[src/rtl/computie_bus_pkg.sv]
// rtl/computie_bus_pkg.sv - shared constants and encodings for the computie bus capture block
//
// Contents:
//   STROBE_ACTIVE / STROBE_INACTIVE : levels of the active-low bus strobes
//   cap_state_t                     : capture FSM encoding
//   trk_state_t                     : bus cycle tracker encoding
//   rec_* functions                 : bit offsets of the fields in a stored record
//                                     {trig_mark, rw, addr, data}, data in the LSBs

package computie_bus_pkg;

    localparam logic STROBE_ACTIVE   = 1'b0;
    localparam logic STROBE_INACTIVE = 1'b1;

    typedef enum logic [2:0] {
        CAP_IDLE    = 3'd0,
        CAP_ARMED   = 3'd1,
        CAP_POST    = 3'd2,
        CAP_DONE    = 3'd3,
        CAP_READOUT = 3'd4
    } cap_state_t;

    typedef enum logic [1:0] {
        TRK_WAIT_AS  = 2'd0,
        TRK_WAIT_DS  = 2'd1,
        TRK_WAIT_END = 2'd2
    } trk_state_t;

    localparam int REC_DATA_LSB = 0;

    function automatic int rec_addr_lsb(input int data_width);
        return data_width;
    endfunction

    function automatic int rec_rw_bit(input int addr_width, input int data_width);
        return addr_width + data_width;
    endfunction

    function automatic int rec_mark_bit(input int addr_width, input int data_width);
        return addr_width + data_width + 1;
    endfunction

    function automatic int rec_width(input int addr_width, input int data_width);
        return addr_width + data_width + 2;
    endfunction

endpackage

[src/rtl/computie_bus_cycle_tracker.sv]
// rtl/computie_bus_cycle_tracker.sv - follows one multiplexed bus cycle and reports its completion
//
// Ports:
//   cb_clk, cb_reset         : clock, synchronous active-high reset
//   enable                   : tracker runs only while high; otherwise it idles in WAIT_AS
//   cb_addr_strobe           : address strobe, active-low
//   cb_data_strobe           : data strobe, active-low
//   cb_read_write            : bus direction, 1 = read
//   cb_addr_data_bus         : multiplexed address/data bus
//   addr_oe, data_oe         : transceiver enables, active-low
//   cycle_done               : one-cycle strobe, a bus cycle has completed
//   cycle_rw/addr/data       : fields of the completed cycle, valid with cycle_done

module computie_bus_cycle_tracker #(
    parameter int ADDR_WIDTH = 32,
    parameter int DATA_WIDTH = 32,
    parameter int BUS_WIDTH  = 32
) (
    input  logic                  cb_clk,
    input  logic                  cb_reset,
    input  logic                  enable,
    input  logic                  cb_addr_strobe,
    input  logic                  cb_data_strobe,
    input  logic                  cb_read_write,
    input  logic [BUS_WIDTH-1:0]  cb_addr_data_bus,
    output logic                  addr_oe,
    output logic                  data_oe,
    output logic                  cycle_done,
    output logic                  cycle_rw,
    output logic [ADDR_WIDTH-1:0] cycle_addr,
    output logic [DATA_WIDTH-1:0] cycle_data
);

    import computie_bus_pkg::*;

    trk_state_t state;

    always_ff @(posedge cb_clk) begin
        if (cb_reset || !enable) begin
            state      <= TRK_WAIT_AS;
            addr_oe    <= 1'b1;
            data_oe    <= 1'b1;
            cycle_done <= 1'b0;
            cycle_rw   <= 1'b0;
            cycle_addr <= '0;
            cycle_data <= '0;
        end else begin
            cycle_done <= 1'b0;
            case (state)
                TRK_WAIT_AS: begin
                    if (cb_addr_strobe == STROBE_ACTIVE) begin
                        cycle_addr <= cb_addr_data_bus[ADDR_WIDTH-1:0];
                        cycle_rw   <= cb_read_write;
                        addr_oe    <= 1'b0;
                        state      <= TRK_WAIT_DS;
                    end
                end
                TRK_WAIT_DS: begin
                    if (cb_data_strobe == STROBE_ACTIVE) begin
                        addr_oe <= 1'b1;
                        data_oe <= 1'b0;
                        state   <= TRK_WAIT_END;
                    end
                end
                TRK_WAIT_END: begin
                    // Data is taken on the edge that sees DS released.
                    if (cb_data_strobe == STROBE_INACTIVE) begin
                        cycle_data <= cb_addr_data_bus[DATA_WIDTH-1:0];
                        cycle_done <= 1'b1;
                        data_oe    <= 1'b1;
                        state      <= TRK_WAIT_AS;
                    end
                end
                default: begin
                    state   <= TRK_WAIT_AS;
                    addr_oe <= 1'b1;
                    data_oe <= 1'b1;
                end
            endcase
        end
    end

endmodule

[src/rtl/computie_bus_capture.sv]
// rtl/computie_bus_capture.sv - triggered ring-buffer capture of bus cycles with streamed readout
//
// Ports:
//   cb_clk, cb_reset                    : clock, synchronous active-high reset
//   cb_addr_strobe, cb_data_strobe      : bus strobes, active-low
//   cb_read_write                       : bus direction, 1 = read
//   cb_addr_data_bus                    : multiplexed address/data bus
//   addr_oe, data_oe                    : transceiver enables, active-low
//   send_receive, data_dir              : constant 0, receive only
//   record_start                        : arm request (honoured in IDLE)
//   record_trigger                      : manual trigger (honoured in ARMED)
//   trig_addr, trig_mask                : address trigger, mask bit 1 = compare
//   trig_rw_en, trig_rw                 : optional direction qualifier for the trigger
//   post_count                          : cycles stored from the trigger on (0 acts as 1)
//   record_valid/ready/out              : readout stream {trig_mark, rw, addr, data}
//   record_end                          : one-cycle pulse after the last entry is accepted
//   state_led                           : high in DONE and READOUT

module computie_bus_capture #(
    parameter int ADDR_WIDTH = 32,
    parameter int DATA_WIDTH = 32,
    parameter int DEPTH      = 64
) (
    input  logic                                    cb_clk,
    input  logic                                    cb_reset,
    input  logic                                    cb_addr_strobe,
    input  logic                                    cb_data_strobe,
    input  logic                                    cb_read_write,
    input  logic [((ADDR_WIDTH > DATA_WIDTH) ? ADDR_WIDTH : DATA_WIDTH)-1:0] cb_addr_data_bus,
    output logic                                    addr_oe,
    output logic                                    data_oe,
    output logic                                    send_receive,
    output logic                                    data_dir,
    input  logic                                    record_start,
    input  logic                                    record_trigger,
    input  logic [ADDR_WIDTH-1:0]                   trig_addr,
    input  logic [ADDR_WIDTH-1:0]                   trig_mask,
    input  logic                                    trig_rw_en,
    input  logic                                    trig_rw,
    input  logic [$clog2(DEPTH):0]                  post_count,
    output logic                                    record_valid,
    input  logic                                    record_ready,
    output logic [ADDR_WIDTH+DATA_WIDTH+1:0]        record_out,
    output logic                                    record_end,
    output logic                                    state_led
);

    import computie_bus_pkg::*;

    localparam int BUS_WIDTH    = (ADDR_WIDTH > DATA_WIDTH) ? ADDR_WIDTH : DATA_WIDTH;
    localparam int PTR_W        = $clog2(DEPTH);
    localparam int CNT_W        = PTR_W + 1;
    localparam int REC_W        = rec_width(ADDR_WIDTH, DATA_WIDTH);
    localparam int REC_ADDR_LSB = rec_addr_lsb(DATA_WIDTH);
    localparam int REC_RW       = rec_rw_bit(ADDR_WIDTH, DATA_WIDTH);
    localparam int REC_MARK     = rec_mark_bit(ADDR_WIDTH, DATA_WIDTH);
    localparam logic [CNT_W-1:0] DEPTH_CNT = CNT_W'(DEPTH);
    localparam logic [CNT_W-1:0] ONE_CNT   = CNT_W'(1);

    cap_state_t              state;
    logic [PTR_W-1:0]        wr_ptr;
    logic [PTR_W-1:0]        rd_ptr;
    logic [CNT_W-1:0]        fill;
    logic [CNT_W-1:0]        remaining;
    logic [CNT_W-1:0]        rd_left;
    logic                    trig_pending;
    logic [REC_W-1:0]        mem [DEPTH];

    logic                    trk_en;
    logic                    cmp_done;
    logic                    cmp_rw;
    logic [ADDR_WIDTH-1:0]   cmp_addr;
    logic [DATA_WIDTH-1:0]   cmp_data;
    logic                    addr_hit;
    logic                    trig_now;
    logic                    wr_en;
    logic                    wr_mark;
    logic [REC_W-1:0]        wr_rec;
    logic [CNT_W-1:0]        post_eff;
    logic [PTR_W-1:0]        oldest_ptr;

    assign send_receive = 1'b0;
    assign data_dir     = 1'b0;

    computie_bus_cycle_tracker #(
        .ADDR_WIDTH (ADDR_WIDTH),
        .DATA_WIDTH (DATA_WIDTH),
        .BUS_WIDTH  (BUS_WIDTH)
    ) u_tracker (
        .cb_clk           (cb_clk),
        .cb_reset         (cb_reset),
        .enable           (trk_en),
        .cb_addr_strobe   (cb_addr_strobe),
        .cb_data_strobe   (cb_data_strobe),
        .cb_read_write    (cb_read_write),
        .cb_addr_data_bus (cb_addr_data_bus),
        .addr_oe          (addr_oe),
        .data_oe          (data_oe),
        .cycle_done       (cmp_done),
        .cycle_rw         (cmp_rw),
        .cycle_addr       (cmp_addr),
        .cycle_data       (cmp_data)
    );

    always_comb begin
        trk_en     = (state == CAP_ARMED) || (state == CAP_POST);
        addr_hit   = (((cmp_addr ^ trig_addr) & trig_mask) == '0) &&
                     (!trig_rw_en || (cmp_rw == trig_rw));
        // A manual trigger landing on a completion marks that completion.
        trig_now   = (state == CAP_ARMED) && cmp_done && (addr_hit || record_trigger);
        wr_en      = cmp_done && trk_en;
        wr_mark    = trig_now || ((state == CAP_POST) && trig_pending);
        post_eff   = (post_count == '0) ? ONE_CNT : post_count;
        // Wraps naturally: with a full buffer fill[PTR_W-1:0] is 0 and the
        // oldest entry is the one about to be overwritten next.
        oldest_ptr = wr_ptr - fill[PTR_W-1:0];

        wr_rec                               = '0;
        wr_rec[REC_MARK]                     = wr_mark;
        wr_rec[REC_RW]                       = cmp_rw;
        wr_rec[REC_ADDR_LSB +: ADDR_WIDTH]   = cmp_addr;
        wr_rec[REC_DATA_LSB +: DATA_WIDTH]   = cmp_data;
    end

    always_ff @(posedge cb_clk) begin
        if (wr_en) begin
            mem[wr_ptr] <= wr_rec;
        end
    end

    always_ff @(posedge cb_clk) begin
        if (cb_reset) begin
            state        <= CAP_IDLE;
            wr_ptr       <= '0;
            rd_ptr       <= '0;
            fill         <= '0;
            remaining    <= '0;
            rd_left      <= '0;
            trig_pending <= 1'b0;
            record_valid <= 1'b0;
            record_end   <= 1'b0;
            state_led    <= 1'b0;
            record_out   <= '0;
        end else begin
            record_end <= 1'b0;

            if (wr_en) begin
                wr_ptr <= wr_ptr + 1'b1;
                if (fill != DEPTH_CNT) begin
                    fill <= fill + ONE_CNT;
                end
            end

            case (state)
                CAP_IDLE: begin
                    if (record_start) begin
                        state        <= CAP_ARMED;
                        wr_ptr       <= '0;
                        fill         <= '0;
                        trig_pending <= 1'b0;
                    end
                end
                CAP_ARMED: begin
                    if (trig_now) begin
                        // The trigger completion itself uses up one post slot.
                        if (post_eff == ONE_CNT) begin
                            state     <= CAP_DONE;
                            state_led <= 1'b1;
                        end else begin
                            state     <= CAP_POST;
                            remaining <= post_eff - ONE_CNT;
                        end
                    end else if (record_trigger) begin
                        state        <= CAP_POST;
                        remaining    <= post_eff;
                        trig_pending <= 1'b1;
                    end
                end
                CAP_POST: begin
                    if (cmp_done) begin
                        trig_pending <= 1'b0;
                        if (remaining == ONE_CNT) begin
                            state     <= CAP_DONE;
                            state_led <= 1'b1;
                        end else begin
                            remaining <= remaining - ONE_CNT;
                        end
                    end
                end
                CAP_DONE: begin
                    if (fill == '0) begin
                        record_end <= 1'b1;
                        state_led  <= 1'b0;
                        state      <= CAP_IDLE;
                    end else begin
                        // Prefetch the oldest entry so valid rises on entry to READOUT.
                        record_out   <= mem[oldest_ptr];
                        rd_ptr       <= oldest_ptr + 1'b1;
                        rd_left      <= fill;
                        record_valid <= 1'b1;
                        state        <= CAP_READOUT;
                    end
                end
                CAP_READOUT: begin
                    if (record_valid && record_ready) begin
                        if (rd_left == ONE_CNT) begin
                            record_valid <= 1'b0;
                            record_end   <= 1'b1;
                            state_led    <= 1'b0;
                            state        <= CAP_IDLE;
                        end else begin
                            record_out <= mem[rd_ptr];
                            rd_ptr     <= rd_ptr + 1'b1;
                            rd_left    <= rd_left - ONE_CNT;
                        end
                    end
                end
                default: begin
                    state        <= CAP_IDLE;
                    record_valid <= 1'b0;
                    state_led    <= 1'b0;
                end
            endcase
        end
    end

endmodule

[config.mk]
export PLATFORM = sky130hd
export DESIGN_NAME = computie_bus_capture
export DESIGN_NICKNAME = d
export VERILOG_FILES = /design/src/rtl/computie_bus_pkg.sv /design/src/rtl/computie_bus_cycle_tracker.sv /design/src/rtl/computie_bus_capture.sv
export SDC_FILE = /design/constraint.sdc
export NUM_CORES = 2
export LEC_CHECK = 0
export BUFFER_PORTS_ARGS = -buffer_cell sky130_fd_sc_hd__buf_4
export CAP_MARGIN = 20
export CORE_AREA = 5 5 765 767
export DETAILED_ROUTE_END_ITERATION = 16
export DIE_AREA = 0 0 770 772
export SLEW_MARGIN = 20
export SYNTH_ARGS = -nofsm -noshare
export SYNTH_HDL_FRONTEND = slang
export SYNTH_MEMORY_MAX_BITS = 65536
export SYNTH_SLANG_ARGS = --single-unit
export TNS_END_PERCENT = 10
[constraint.sdc]
create_clock -name cb_clk -period 12.4 [get_ports cb_clk]
set_clock_uncertainty 0.05 [all_clocks]
set_input_delay 0.62 -clock cb_clk [delete_from_list [all_inputs] [get_ports cb_clk]]
set_output_delay 0.62 -clock cb_clk [all_outputs]
set_load 0.005 [all_outputs]
==> metrics.yaml <==
hold_path:
  hold_path_end: "state[2]"
  hold_class: "primary input to flip-flop"
  worstHoldStart: "record_ready"
  worstHoldPathCells: 5
sta:
  hold_ws_ns: 0.207
  worst_pin_slew_ns: 1.31
  fin_crit_ns: 6.02
  finalSetupViolations: 0
  finalHoldViolCount: 0
  drv_slew: 0
  finalSetupTns_ns: 0
  grt_setup_unrepaired: "no"
  fmax_ghz: 0.166
  period_share_pct: 48.6
  relSlewSlack_pct: 13.0
synthesis:
  ys_types: 58
  synth-warning-count: 0
  postSynth.asyncResetShare_pct: 0
  syn_avg_cell_area_um2: 22.5
  synth_area_um2: 201000
  synth_edf_count: 4224
  yosysSeqAreaShare_pct: 64.8
  synthCells: 8950
  ys_seq_elements: 4406
  ys.flop_type: "edfxtp_1"
die:
  ios: 186
  initial_utilization_pct: 34.9
  die_h_um: 772
  fp-row-count: 279
  die_w_um: 770
  die-area_um2: 594000
  coreArea_um2: 577000
route:
  wire_per_inst_um: 40.1
  drtAntennaViolNets: 0
  via_per_inst: 6.42
  first_iter_violations: 17300
  wirelength_um: 698000
  post-route-drc-count: 0
  first_pass_iters: 6
  num_vias: 112000
finish:
  final_cell_area_um2: 228000
  final_util_pct: 39.6
  nNetsFinal: 9392
  area_delta_synth_final_pct: 13.5
  most-common-layout-cells: "4224 x edfxtp_1, 2636 x mux4_2, 460 x clkbuf_16, 460 x buf_4, 278 x mux2i_1"
  drive_above_1_share_pct: 41.6
  final_common_cell: "edfxtp_1"
setup_path:
  r2r_cells: 12
  slowest_delay_ns: 1.31
  crit_family: "buffers and inverters"
  r2r-start: "wr_ptr[0]"
  cp-start-kind: "flip-flop"
  crit_path_end_kind: "flip-flop"
  cp_cell_sequence: "inv_1 > ha_4 > inv_1 > fa_4 > buf_12 > buf_16 > buf_4 > mux4_2 > mux4_2 > mux2i_1 > mux2_2 > o21ai_1"
  cp_data_required_time_ns: 13.21
  criticalPathCategory: "flip-flop to flip-flop"
  r2r_end: "record_out[12]"
  arrival_ns: 6.84
  critPathSlowestCell: "fa_4"
  critPathMaxFanout: 79
  crit_buf_inv: 5
  r2r_slack_ns: 6.38
global_routing:
  antenna_found_initial: 22
  track_usage_pct: 23.1
  grt_overflow: 0
  grt_pass1_vias: 113000
  grt_pass1_wl_um: 956000
  grt_start_max_net_pins: 146
clock_tree:
  cts_buffer_depth: 4
  root_buffer: "clkbuf_16"
  clkLatencyLatePin_ns: 1.06
  cts.sinks: 4406
  postCtsSetupRepairBufs: 0
  cts_made_buffers: 453
  cts.repair.resized: 0
  ctsHtreeMaxLevel: 5
  ctsHoldBuffers: 49
  cts_tree: "built"
  path_clk_slew_ns: 0.07
place:
  io_buffer_count: 183
  hpwl_um: 377000
  dpl_cell_area_um2: 213000
  finalWeightedCongestion: 0.810
power_and_ir_drop:
  pwr_density_cell_nw_per_um2: 133
  leakage_nw: 65.1
  vdd_ir_drop_max_mv: 0.136
  finalPower_mw: 30.3
run_status:
  outcome: "finished, final reports clean"
run:
  drv_cap: 0
-- kinds of logic after synthesis --
kind of cell             count (synthesis)  share of synthesized area [%]
flip-flops                            4406                           64.8
multiplexers                          2981                           31.3
buffers and inverters                  726                           1.63
AND/OR/NAND/NOR                        387                          0.851
AO/OA/AOI/OAI                          378                           1.06
XOR/XNOR                                55                          0.243
adder cells (fa/ha/maj)                 16                          0.103
other                                    1                        0.00186
-- metrics by stage --
| stage | cells | worst slack [ns] |
|---|---|---|
| 5_1_grt | 17400 | 6.08 |
| 6_report | 17400 | 6.38 |
| 3_5_place_dp | 16500 | 6.47 |
| 4_1_cts | 17400 | 6.41 |
| 3_3_place_gp | 16500 | 6.38 |
| 2_1_floorplan | 8951 | 7.53 |
-- synth_stat cells (15+ instances only) --
master	count	area share, %
dfxtp_1	182	1.8
a22oi_1	19	0.071
nand3_1	16	0.040
buf_2	236	0.59
edfxtp_1	4224	63
nand2_1	169	0.32
buf_4	29	0.11
ha_1	15	0.093
o21ai_0	18	0.045
mux2_2	67	0.37
buf_6	21	0.12
o21ai_1	68	0.17
buf_1	82	0.15
mux2i_1	278	1.4
clkbuf_1	338	0.63
o22ai_1	72	0.22
a21oi_1	165	0.41
nor2_1	117	0.22
xor2_1	40	0.17
inv_1	19	0.035
mux4_2	2636	30
-- state kept, by name, summed over array words and instances (netlist names), 2 cells and up, named ones only --
register,count
fill,7
mem,4224
rd_left,7
rd_ptr,6
record_out,66
remaining,7
state,3
u_tracker.cycle_addr,32
u_tracker.cycle_data,32
u_tracker.state,2
wr_ptr,6
-- layer usage --
metal  vias up  GRT usage [%]  wire length (µm)
li1      40600              -                 -
met4         8           8.73             31400
met2      8262           36.9            330000
met1     61600           30.7            253000
met5         -              0                46
met3      1337           5.61             83600
-- area by class of cell --
class / count / area (µm²)
diodes: 10 / 25.0
clock buffers: 599 / 12400
clock inverters: 254 / 2640
fillers: 50300 / 348000
inverters: 20 / 82.6
multi-input cells: 3819 / 68100
flip-flops and latches: 4406 / 131000
well taps: 7727 / 9670
repair buffers: 563 / 5050
-- worst register-to-register path, cell delays in order (launching register included) --
cell and delay [ns]:
dfxtp_1 0.39, inv_1 0.20, ha_4 0.18, inv_1 0.07
fa_4 1.31, buf_12 0.43, buf_16 0.50, buf_4 1.02
mux4_2 0.62, mux4_2 0.49, mux2i_1 0.29, mux2_2 0.23
o21ai_1 0.06
-- how the worst max path moves through the flow --
stage | startpoint | end | slack, ns | cells past startpoint
after floorplan | state[1] | mem[61][0] | 7.53 | 6
after global placement | wr_ptr[0] | record_out[8] | 6.38 | 11
after detailed placement | wr_ptr[0] | record_out[8] | 6.47 | 11
after CTS | wr_ptr[0] | record_out[12] | 6.41 | 11
after global routing | wr_ptr[0] | record_out[12] | 6.08 | 12
final | wr_ptr[0] | record_out[12] | 6.38 | 12
-- power breakdown --
group	switching (mW)	leakage, nW	internal [mW]
Combinational	0.203	22.0	0.0634
Sequential	0.00735	35.8	16.1
Clock	5.96	7.32	7.98
Note: power is estimated with default switching activity, not from simulation.
